===== config.mk =====
export PLATFORM = sky130hd
export DESIGN_NAME = mmio_input_port
export DESIGN_NICKNAME = d
export VERILOG_FILES = /design/src/rtl/mmio_pkg.sv /design/src/rtl/mmio_input_port_debounce_cell.sv /design/src/rtl/mmio_input_port.sv
export SDC_FILE = /design/constraint.sdc
export NUM_CORES = 1
export LEC_CHECK = 0
export ABC_AREA = 0
export BUFFER_PORTS_ARGS = -buffer_cell sky130_fd_sc_hd__buf_4
export CAP_MARGIN = 40
export CORE_ASPECT_RATIO = 0.75
export CORE_MARGIN = 2
export CORE_UTILIZATION = 49
export DETAILED_ROUTE_END_ITERATION = 7
export GPL_TIMING_DRIVEN = 0
export PLACE_DENSITY_LB_ADDON = 0.3
export SYNTH_ARGS = -nofsm -noshare
export SYNTH_HDL_FRONTEND = slang
export SYNTH_SLANG_ARGS = --single-unit

===== constraint.sdc =====
create_clock -name CLK100MHZ -period 4 [get_ports CLK100MHZ]
set_input_delay 0.2 -clock CLK100MHZ [delete_from_list [all_inputs] [get_ports CLK100MHZ]]
set_output_delay 0.2 -clock CLK100MHZ [all_outputs]
set_load 0.02 [all_outputs]

===== src/rtl/mmio_pkg.sv =====
// Shared definitions for the memory-mapped board-input port:
// register offsets, default base address and a popcount helper.
package mmio_pkg;

    localparam logic [4:0]  OFS_SW            = 5'h00;
    localparam logic [4:0]  OFS_BTN           = 5'h04;
    localparam logic [4:0]  OFS_EVENTS        = 5'h08;
    localparam logic [4:0]  OFS_COUNT         = 5'h0C;
    localparam logic [4:0]  OFS_IRQMASK       = 5'h10;

    localparam logic [31:0] DEFAULT_BASE_ADDR = 32'hFFFF_FF00;

    // Number of set bits in a 16-bit vector (used to count simultaneous presses).
    function automatic logic [4:0] popcount16(input logic [15:0] v);
        logic [4:0] n;
        n = 5'd0;
        for (int i = 0; i < 16; i++) begin
            n = n + {4'd0, v[i]};
        end
        return n;
    endfunction

endpackage


===== src/rtl/mmio_input_port_debounce_cell.sv =====
// Single-bit input conditioner: two-flop synchroniser followed by a
// debounce counter that only accepts a new level after DEBOUNCE_CYCLES
// consecutive cycles of disagreement with the current stable level.
module debounce_cell #(
    parameter int DEBOUNCE_CYCLES = 4
) (
    input  logic clk,
    input  logic reset,
    input  logic raw,
    output logic stable
);

    localparam int CW = (DEBOUNCE_CYCLES > 1) ? $clog2(DEBOUNCE_CYCLES) : 1;
    localparam logic [CW-1:0] CNT_MAX = CW'(DEBOUNCE_CYCLES - 1);

    logic          sync1_q, sync1_d;
    logic          sync2_q, sync2_d;
    logic          stable_q, stable_d;
    logic [CW-1:0] cnt_q, cnt_d;

    // Next-state: shift the synchroniser, run the debounce counter.
    always_comb begin
        sync1_d  = raw;
        sync2_d  = sync1_q;
        stable_d = stable_q;
        cnt_d    = cnt_q;
        if (sync2_q == stable_q) begin
            cnt_d = '0;
        end else if (cnt_q == CNT_MAX) begin
            stable_d = sync2_q;
            cnt_d    = '0;
        end else begin
            cnt_d = cnt_q + CW'(1);
        end
    end

    // State registers with synchronous reset.
    always_ff @(posedge clk) begin
        if (reset) begin
            sync1_q  <= 1'b0;
            sync2_q  <= 1'b0;
            stable_q <= 1'b0;
            cnt_q    <= '0;
        end else begin
            sync1_q  <= sync1_d;
            sync2_q  <= sync2_d;
            stable_q <= stable_d;
            cnt_q    <= cnt_d;
        end
    end

    assign stable = stable_q;

endmodule


===== src/rtl/mmio_input_port.sv =====
// Memory-mapped board-input port: debounced switch/button levels, sticky
// clear-on-read press events and a running press counter, read through a
// registered one-cycle-latency read port.
// Optional interrupt mask register and irq output: define MMIO_INPUT_IRQ_EN.
module mmio_input_port
    import mmio_pkg::*;
#(
    parameter int          N_BTN           = 5,
    parameter int          N_SW            = 16,
    parameter int          DEBOUNCE_CYCLES = 1000000,
    parameter logic [31:0] BASE_ADDR       = DEFAULT_BASE_ADDR
) (
    input  logic              CLK100MHZ,
    input  logic              reset,
    input  logic [N_BTN-1:0]  btn_raw,
    input  logic [N_SW-1:0]   sw_raw,
    input  logic [31:0]       addr,
    input  logic              rd_en,
    input  logic              wr_en,
    input  logic [31:0]       wdata,
    output logic              hit,
    output logic [31:0]       rdata,
    output logic              rdata_valid,
    output logic              irq
);

    logic [N_BTN-1:0] btn_stable;
    logic [N_SW-1:0]  sw_stable;

    genvar gi;
    for (gi = 0; gi < N_BTN; gi++) begin : g_btn
        debounce_cell #(.DEBOUNCE_CYCLES(DEBOUNCE_CYCLES)) u_cell (
            .clk    (CLK100MHZ),
            .reset  (reset),
            .raw    (btn_raw[gi]),
            .stable (btn_stable[gi])
        );
    end
    for (gi = 0; gi < N_SW; gi++) begin : g_sw
        debounce_cell #(.DEBOUNCE_CYCLES(DEBOUNCE_CYCLES)) u_cell (
            .clk    (CLK100MHZ),
            .reset  (reset),
            .raw    (sw_raw[gi]),
            .stable (sw_stable[gi])
        );
    end

    assign hit = (addr[31:5] == BASE_ADDR[31:5]);

    logic [N_BTN-1:0] btn_prev_q, btn_prev_d;
    logic [N_BTN-1:0] events_q, events_d;
    logic [31:0]      count_q, count_d;
    logic [31:0]      rdata_q, rdata_d;
    logic             rvalid_q, rvalid_d;
    logic [N_BTN-1:0] press;
    logic [N_BTN-1:0] clr;
    logic [4:0]       ofs;
    logic             accept;
    logic [31:0]      rmux;

`ifdef MMIO_INPUT_IRQ_EN
    logic [N_BTN-1:0] irqmask_q, irqmask_d;
    logic             irq_q, irq_d;
`endif

    // Wdata bits above the mask width are never stored.
    logic unused_s;
    assign unused_s = ^{wdata, wr_en};

    // Press detection, event/counter update and the read-data mux.
    always_comb begin
        ofs        = addr[4:0];
        accept     = rd_en & hit;
        btn_prev_d = btn_stable;
        press      = btn_stable & ~btn_prev_q;
        if (accept && (ofs == OFS_EVENTS)) begin
            clr = '1;
        end else begin
            clr = '0;
        end
        // A press arriving with the clearing read survives (set beats clear).
        events_d = (events_q & ~clr) | press;
        count_d  = count_q + 32'(popcount16(16'(press)));

        case (ofs)
            OFS_SW:      rmux = 32'(sw_stable);
            OFS_BTN:     rmux = 32'(btn_stable);
            OFS_EVENTS:  rmux = 32'(events_q);
            OFS_COUNT:   rmux = count_q;
`ifdef MMIO_INPUT_IRQ_EN
            OFS_IRQMASK: rmux = 32'(irqmask_q);
`endif
            default:     rmux = 32'd0;
        endcase

        rvalid_d = accept;
        if (accept) begin
            rdata_d = rmux;
        end else begin
            rdata_d = rdata_q;
        end

`ifdef MMIO_INPUT_IRQ_EN
        if (wr_en && hit && (ofs == OFS_IRQMASK)) begin
            irqmask_d = wdata[N_BTN-1:0];
        end else begin
            irqmask_d = irqmask_q;
        end
        irq_d = |(events_d & irqmask_q);
`endif
    end

    // Register state and read port; synchronous reset.
    always_ff @(posedge CLK100MHZ) begin
        if (reset) begin
            btn_prev_q <= '0;
            events_q   <= '0;
            count_q    <= 32'd0;
            rdata_q    <= 32'd0;
            rvalid_q   <= 1'b0;
`ifdef MMIO_INPUT_IRQ_EN
            irqmask_q  <= '0;
            irq_q      <= 1'b0;
`endif
        end else begin
            btn_prev_q <= btn_prev_d;
            events_q   <= events_d;
            count_q    <= count_d;
            rdata_q    <= rdata_d;
            rvalid_q   <= rvalid_d;
`ifdef MMIO_INPUT_IRQ_EN
            irqmask_q  <= irqmask_d;
            irq_q      <= irq_d;
`endif
        end
    end

    assign rdata       = rdata_q;
    assign rdata_valid = rvalid_q;
`ifdef MMIO_INPUT_IRQ_EN
    assign irq = irq_q;
`else
    assign irq = 1'b0;
`endif

endmodule

## Yosys cells after proc, flatten, opt, wreduce, memory -nomap -nowiden

Cells that the tools add are included.

| word-level totals | value |
|---|---|
| bits in registers | 558 |
| input port bits | 89 |
| output and inout port bits | 35 |
| logic and storage cells | 234 |

| operators by class | value |
|---|---|
| add/subtract/negate cells | 26 |
| equality and inequality tests | 46 |
| multiplexer cells | 2 |
| bitwise gates (word level) | 27 |
| reductions and logical operators | 44 |

Operators by type and width:

| kind | number |
|---|---|
| 20-bit by 1-bit adder with 20-bit output, second input constant | 21 |
| 20-bit == test, second input constant | 21 |
| 32-bit one-hot mux with 4 select lines | 1 |
| 3-bit OR reduction | 21 |
| 2-bit AND reduction | 21 |
| 32-bit by 5-bit adder with 32-bit output | 1 |
| 27-bit == test, second input constant | 1 |
| 1-bit == test | 21 |
| 1-bit inverter | 21 |
| 5-bit bitwise AND | 2 |
| 5-bit by 4-bit == test with 1-bit output, second input constant | 2 |
| 5-bit inverter | 2 |
| 4-bit by 1-bit adder with 5-bit output | 1 |
| 5-bit by 3-bit == test with 1-bit output, second input constant | 1 |
| 5-bit zero test | 1 |
| 5-bit two-way mux | 1 |
| 5-bit bitwise OR | 1 |
| 3-bit by 1-bit adder with 4-bit output | 1 |
| 2-bit by 1-bit adder with 3-bit output | 1 |
| 1-bit by 1-bit adder with 2-bit output | 1 |
| 1-bit bitwise AND | 1 |
| 1-bit logical AND | 1 |

## Longest topological paths before layout

Gate-level depths: netlist of the first run.

| depth | value |
|---|---|
| depth after elaboration | 7 |
| depth in mapped cells | 10 |
| mapped depth without buffers | 9 |

## Cells and area by module

A second synthesis of the first run with hierarchy kept.

| second synthesis, totals | value |
|---|---|
| cells, all modules | 2818 |
| area total of the unflattened synthesis | 25714.7 um^2 |

Modules (own cells, without submodules):

| module | times used | cells each | area an instance (um^2) | sequential area each (um^2) |
|---|---|---|---|---|
| debounce_cell | 21 | 116 | 1058.5 | 460.4 |
| mmio_input_port | 1 | 382 | 3485.8 | 1501.4 |

## Least setup slack after synthesis of the first run

Ideal clock, no wire load.

| timing path | value |
|---|---|
| kind | reg2reg |
| start | reg g_btn[0].u_cell.stable_q |
| end | reg count_q[22] |
| library setup time | 0.070 ns |
| arrival | 3.406 ns |
| slack | 0.523 ns |
| cell stages (with the launch flop) | 11 |
| path buffers | 1 |
| cell sequence | dfxtp_1 -> nor2b_1 -> fa_1 -> fa_1 -> ha_1 -> fa_1 -> a21oi_1 -> or4_1 -> buf_2 -> or4_1 -> a21oi_1 |

| on the way | value |
|---|---|
| longest elaborated chain between the ends | 6 |

RTL lines:

| what | line | text |
|---|---|---|
| start: declaration | mmio_input_port_debounce_cell.sv:18 | `logic stable_q, stable_d;` |
| start signal: assignment | mmio_input_port_debounce_cell.sv:47 | `stable_q <= stable_d;` |
| 5-bit bitwise AND | mmio_input_port.sv:75 | `press = btn_stable & ~btn_prev_q;` |
| 1-bit by 1-bit adder with 2-bit output | mmio_pkg.sv:18 | `n = n + {4'd0, v[i]};` |
| 2-bit by 1-bit adder with 3-bit output | mmio_pkg.sv:18 |  |
| 3-bit by 1-bit adder with 4-bit output | mmio_pkg.sv:18 |  |
| 4-bit by 1-bit adder with 5-bit output | mmio_pkg.sv:18 |  |
| 32-bit by 5-bit adder with 32-bit output | mmio_input_port.sv:83 | `count_d = count_q + 32'(popcount16(16'(press)));` |
| end signal: assignment | mmio_input_port.sv:128 | `count_q <= count_d;` |
| end: declaration | mmio_input_port.sv:52 | `logic [31:0] count_q, count_d;` |

Every way passes these cells.
A chain may end at the register's enable or synchronous reset.

## Final worst setup path of the first run

| timing path | value |
|---|---|
| start | reg g_btn[2].u_cell.stable_q |
| end | reg count_q[24] |

| on the way | value |
|---|---|
| longest elaborated chain between the ends | 5 |

RTL lines:

| what | line |
|---|---|
| start: declaration | mmio_input_port_debounce_cell.sv:18 |
| start signal: assignment | mmio_input_port_debounce_cell.sv:47 |
| 5-bit bitwise AND | mmio_input_port.sv:75 |
| 2-bit by 1-bit adder with 3-bit output | mmio_pkg.sv:18 |
| 3-bit by 1-bit adder with 4-bit output | mmio_pkg.sv:18 |
| 4-bit by 1-bit adder with 5-bit output | mmio_pkg.sv:18 |
| 32-bit by 5-bit adder with 32-bit output | mmio_input_port.sv:83 |

Every way passes these cells.

==> flow_summary.json, run 1 <==
{
  "hpwl_um": 39100,
  "syn-cell-area_sq_um": 24600,
  "max-slew-margin-rel_pct": 47.8,
  "drive_gt1_share_pct": 7.85,
  "yosys-top-cells-area": "dfxtp_1, nor2_1, xnor2_1",
  "numCtsBuffers": 54,
  "drt_wl_total_um": 54500,
  "final_util_pct": 56.3,
  "gr-usage-all-layers_pct": 20.9,
  "path_buf_inv": 1,
  "clkTransAtPathRegs_ns": 0.06,
  "clock_skew_ns": 0.0115,
  "drt_iter0_markers": 1476,
  "synth-compound-area-share_pct": 9.41,
  "ys_ff_latch": 558,
  "num_rows": 71,
  "clock-sinks": 558,
  "num_vias": 20500,
  "synth_warnings": 0,
  "port-buffer-count": 86,
  "synth_flop_cell": "dfxtp_1",
  "final_cells": 3675,
  "layout_common_cells": "dfxtp_1, nor2_1, a21oi_1, nand2_1, nand3_1",
  "p_per_area_nw_per_um2": 385,
  "cts_tree": "built",
  "status": "complete, no violations",
  "grt.overflow.total": 0,
  "ant_nets": 0,
  "crit_family": "adder cells",
  "crit_chain": "nor2b_1 > fa_1 > fa_1 > ha_1 > fa_1 > a21oi_1 > or4_1 > buf_2 > or4_1 > a21oi_1",
  "clkLatencyLatePin_ns": 0.61,
  "ir_drop_v": 0.000277,
  "synth-xor-area-share_pct": 9.46,
  "die_w_um": 263,
  "cts_max_path_buffers": 3,
  "startpoint_type": "register",
  "gp_congestion": 0.844,
  "post-route-period-util_pct": 96.0,
  "final_common_cell": "dfxtp_1",
  "crit_type": "register to register",
  "cts.htree.levels": 2,
  "cp.arrival_ns": 4.38,
  "synth-simple-area-share_pct": 29.0,
  "setup_viol": 0,
  "grt_start_max_net_pins": 15,
  "antennaDiodeCount": 0,
  "syn_area_per_cell_sq_um": 8.75,
  "core_sq_um": 49800,
  "dr.pass1.iters": 6,
  "end_kind": "register",
  "drt-vias-per-instance": 5.57,
  "critPathMostFrequentCell": "fa_1",
  "cap_violations": 0,
  "tightest_slew_ns": 0.777,
  "antenna_found_initial": 0,
  "worstPathMaxFanout": 10,
  "cts_root_buf": "clkbuf_16",
  "max_stage_delay_ns": 0.56,
  "nFillCells": 4398,
  "synth_top_family_by_area": "simple AND/OR/NAND/NOR gates",
  "ioPinCount": 124,
  "synth-edff-count": 0,
  "finalHoldViolCount": 0,
  "synthMuxAreaShare_pct": 1.96,
  "rsz0062_at_grt": "false",
  "area_growth_pct": 14.1,
  "finalPower_mw": 10.8,
  "syn_nets": 2931,
  "cp.required_ns": 4.54,
  "grt_pass1_vias": 19500,
  "pre_cts_slack_ns": 0.0842,
  "route.detailed.drc": 0,
  "yosysSeqAreaShare_pct": 45.4,
  "synthArstFlopShare_pct": 0,
  "start_util_pct": 49.4,
  "leakagePower_nw": 8.78,
  "hold_slack_ns": 0.0648,
  "grt_pass1_wl_um": 92100,
  "nets": 3100,
  "synthAdderAreaFrac_pct": 1.51,
  "critical-path-slowest-cell": "fa_1",
  "synth_cell_types": 57,
  "fin_ws_ns": 0.158,
  "fmax_mhz": 260,
  "min_path_type": "primary input to register",
  "drv_slew": 0,
  "synth_top_area_share_pct": 45.4,
  "stdcell_area_sq_um": 28100,
  "yosysTopAreaCell": "dfxtp_1",
  "dpl_cell_area_sq_um": 26200,
  "place_inst": 3563,
  "synth_cells": 2814,
  "die_h_um": 198,
  "avgRoutedWirePerCell_um": 14.8,
  "dieArea_sq_um": 52100,
  "setup-tns-final_ns": 0,
  "post-route-min-period_ns": 3.84
}
[layout make-up]
class	instances	area (sq um)	area share, %
multi-input combinational	2052	12600	45.0
sequential	558	11200	39.8
clock buffer	77	1560	5.55
timing repair buffer	113	921	3.28
tap	657	822	2.93
buffer	111	457	1.63
inverter	93	349	1.24
clock inverter	14	154	0.548
[synth_stat cells, drive strengths merged (5+ instances only)]
cell and count:
a211oi 7, a21oi 177, a22o 11, and2 28, and3 29, and4 32, buf 26, clkbuf 85
dfxtp 558, ha 25, inv 93, mux2i 32, mux4 5, nand2 162, nand2b 37, nand3 160
nand4 102, nand4b 5, nor2 329, nor2b 64, nor3 47, nor3b 5, nor4 40, nor4b 20
o21ai 125, o31ai 69, or2 10, or3 110, or4 104, or4b 16, xnor2 141, xor2 125
[cells by family after synthesis]
kind of cell / Yosys count
simple gates: 1313
flops: 558
compound gates: 403
xor+xnor: 266
buf+inv: 204
mux: 41
fa+ha+maj: 28
other cells: 1
[repair_timing]
action                                 in CTS  in global routing
endpoints found under the hold margin      21                  0
gates resized for setup                     0                  2
setup buffers                               0                  0
setup endpoints to repair                   0                  3
hold buffers                               21                  0
[worst paths after layout]
| kind | startpoint | end | slack [ns] | cells past startpoint |
|---|---|---|---|---|
| worst min-delay path | addr[1] | rdata[0] | 0.06 | 5 |
| worst min register to register | g_sw[9].u_cell.cnt_q[0] | g_sw[9].u_cell.cnt_q[0] | 0.44 | 1 |
| worst max register to register | g_btn[2].u_cell.stable | count_q[24] | 0.16 | 10 |
| worst max-delay path | g_btn[2].u_cell.stable | count_q[24] | 0.16 | 10 |
[report_power, final]
| group | internal [mW] | leakage, nW | switching [mW] |
|---|---|---|---|
| Clock | 2.88 | 0.842 | 2.12 |
| Combinational | 0.0936 | 3.43 | 0.122 |
| Sequential | 5.58 | 4.50 | 0.0148 |
[registers in the layout (all words and copies together) (netlist names)]
name,count
btn_prev_q,5
count_q,32
events_q,5
g_btn.u_cell.cnt_q,100
g_btn.u_cell.stable,5
g_btn.u_cell.sync1_q,5
g_btn.u_cell.sync2_q,5
g_sw.u_cell.cnt_q,320
g_sw.u_cell.stable,16
g_sw.u_cell.sync1_q,16
g_sw.u_cell.sync2_q,16
rdata,32
rdata_valid,1
[worst register-to-register path, cell delays in order, from the launching register on]
cell	delay, ns
dfxtp_2	0.43
nor2b_1	0.28
fa_1	0.49
fa_1	0.56
ha_1	0.18
fa_1	0.24
a21oi_1	0.17
or4_1	0.54
buf_2	0.19
or4_1	0.54
a21oi_1	0.16
[metal layers]
layer	routed length, um	GRT usage, %
met1	25800	28.1
met2	24700	34.1
met3	3170	4.78
met4	875	5.11
met5	0	0
Power figures use the tool's default switching activity.
==> inputs of run 2 (changes only) <==
Settings changed: BUFFER_PORTS_ARGS -buffer_cell sky130_fd_sc_hd__buf_4 to -buffer_cell sky130_fd_sc_hd__buf_2, REMOVE_ABC_BUFFERS set to 1.
==> run 2 against run 1 <==
Net effect:
- clock-buffer cell count fell by 6
- critical endpoint is now count_q[22]
- maximum frequency up 2.0%
- largest power group unchanged
- sequential share of layout area is 0.22 points higher
- power is 5.0% higher
- largest cell class unchanged
- cell count decreased by 2.0%
==> flow_summary.json, run 2 (synthesis gave the netlist of run 1 again) <==
{
  "rsz0062_at_grt": "false",
  "pre_cts_slack_ns": -0.0327,
  "grt_pass1_vias": 19100,
  "end_kind": "register",
  "path_buf_inv": 0,
  "fin_ws_ns": 0.234,
  "final_cells": 3600,
  "largest_reg_flops": 320,
  "crit_family": "adder cells",
  "met2_usage_pct": 32.6,
  "dieArea_sq_um": 52100,
  "drv_slew": 0,
  "cts_tree": "built",
  "worstRegToRegCells": 9,
  "cts.htree.levels": 2,
  "final_common_cell": "dfxtp_1",
  "finalPower_mw": 11.3,
  "drt-vias-per-instance": 5.58,
  "r2r_slack_ns": 0.23,
  "start_util_pct": 49.4,
  "use_met1_pct": 26.5,
  "antenna_found_initial": 0,
  "startpoint_type": "register",
  "finalHoldViolCount": 0,
  "drt_iter0_markers": 1275,
  "num_rows": 71,
  "numCtsBuffers": 55,
  "grt_start_max_net_pins": 91,
  "min_path_type": "primary input to register",
  "grt_pass1_wl_um": 88700,
  "tightest_slew_ns": 0.893,
  "layout_common_cells": "dfxtp_1, nor2_1, a21oi_1, nand2_1, nand3_1",
  "die_w_um": 263,
  "status": "complete, no violations",
  "max_flop_register": "g_sw.u_cell.cnt_q",
  "crit_type": "register to register",
  "cts_root_buf": "clkbuf_16",
  "final_util_pct": 56.0,
  "gp_congestion": 0.795,
  "antennaDiodeCount": 0,
  "clock-sinks": 558,
  "num_vias": 20100,
  "critical-path-slowest-cell": "or4_4",
  "hpwl_um": 36400,
  "cts_max_path_buffers": 3,
  "core_sq_um": 49800,
  "clkLatencyLatePin_ns": 0.61,
  "setup_viol": 0,
  "nets": 3013,
  "die_h_um": 198,
  "nFillCells": 4376,
  "post-route-period-util_pct": 94.1,
  "grt_busiest_layer": "met2",
  "dr.pass1.iters": 7,
  "grt_use_met3_pct": 3.03,
  "largestRegisters": "g_sw.u_cell.cnt_q: 320 flops, g_btn.u_cell.cnt_q: 100 flops",
  "fmax_mhz": 266,
  "post-route-min-period_ns": 3.77,
  "drive_gt1_share_pct": 8.83,
  "crit_chain": "nor2b_2 > fa_1 > fa_1 > ha_1 > fa_1 > a21oi_1 > or4_4 > or4_1 > a21oi_1",
  "place_inst": 3473,
  "hold_depth": 2,
  "p_per_area_nw_per_um2": 406,
  "drt_wl_total_um": 51900,
  "area_growth_pct": 13.4,
  "ir_drop_v": 0.000317,
  "cp.arrival_ns": 4.30,
  "port-buffer-count": 89,
  "postCtsSetupRepairBufs": 0,
  "clkTransAtPathRegs_ns": 0.06,
  "critPathMostFrequentCell": "fa_1",
  "max-slew-margin-rel_pct": 40.1,
  "clock_skew_ns": 0.0199,
  "dpl_cell_area_sq_um": 25700,
  "gr-usage-all-layers_pct": 19.7,
  "ant_nets": 0,
  "route.detailed.drc": 0,
  "ioPinCount": 124,
  "worstPathMaxFanout": 10,
  "cp.required_ns": 4.53,
  "avgRoutedWirePerCell_um": 14.4,
  "crit_cells": 9,
  "max_stage_delay_ns": 0.66,
  "stdcell_area_sq_um": 27900,
  "grt.overflow.total": 0,
  "leakagePower_nw": 8.82,
  "cap_violations": 0
}
run 2: cell count changes in the layout (fill, tap and decap cells not counted), sizes merged:
cell / delta
clkinv: +10
clkbuf: -91
clkinvlp: +4
bufinv: +5
buf: -5
dlygate4sd3: +2
run 2: worst paths after layout:
check,startpoint,end
setup / recovery,g_btn[2].u_cell.stable,count_q[22]
hold / removal,reset,g_sw[8].u_cell.sync2_q
setup reg to reg,g_btn[2].u_cell.stable,count_q[22]
hold reg to reg,g_sw[12].u_cell.sync1_q,g_sw[12].u_cell.sync2_q
run 2: worst register-to-register path, delay by kind of cell (launching register included):
kind	cells	cell delay [ns]
AOI/OAI and AO/OA	2	0.36
DFF	1	0.43
adders and majority gates	4	1.47
and+or+nand+nor	3	1.43
run 2: layout make-up:
cell class,instances,area [sq um],share of cell area (%)
Multi-Input combinational cell,2052,12700,45.3
Sequential cell,558,11200,40.0
Clock inverter,33,395,1.42
Inverter,93,349,1.25
Clock buffer,71,1600,5.73
Tap cell,657,822,2.94
Timing Repair Buffer,136,927,3.32
run 2: where the power goes:
| group | internal, mW | total [mW] | leakage (nW) | switching [mW] |
|---|---|---|---|---|
| sequential | 5.58 | 5.60 | 4.50 | 0.0162 |
| clock | 3.34 | 5.57 | 0.985 | 2.22 |
| combinational | 0.0781 | 0.181 | 3.33 | 0.103 |
run 2: metrics by stage:
stage | TNS [ns] | hold slack (ns)
detailed placement | -0.0542 | 0.414
global route | 0 | 0.108
finish | 0 | 0.0651
CTS | 0 | 0.0559
floorplan | 0 | 0.269
global placement | -45.86 | 0.417
run 2: per-layer routing:
layer	routed length [um]	up-vias
met5	0	-
met2	23400	343
li1	-	10200
met3	2060	70
met4	1120	0
met1	25300	9527
run 2: what timing repair did:
item / 4_1_cts / 5_1_grt
resized for setup: 1 / 3
hold buffers: 23 / 0
pin swaps: 0 / 0
hold endpoints to repair: 25 / 0
setup endpoints to repair: 3 / 3
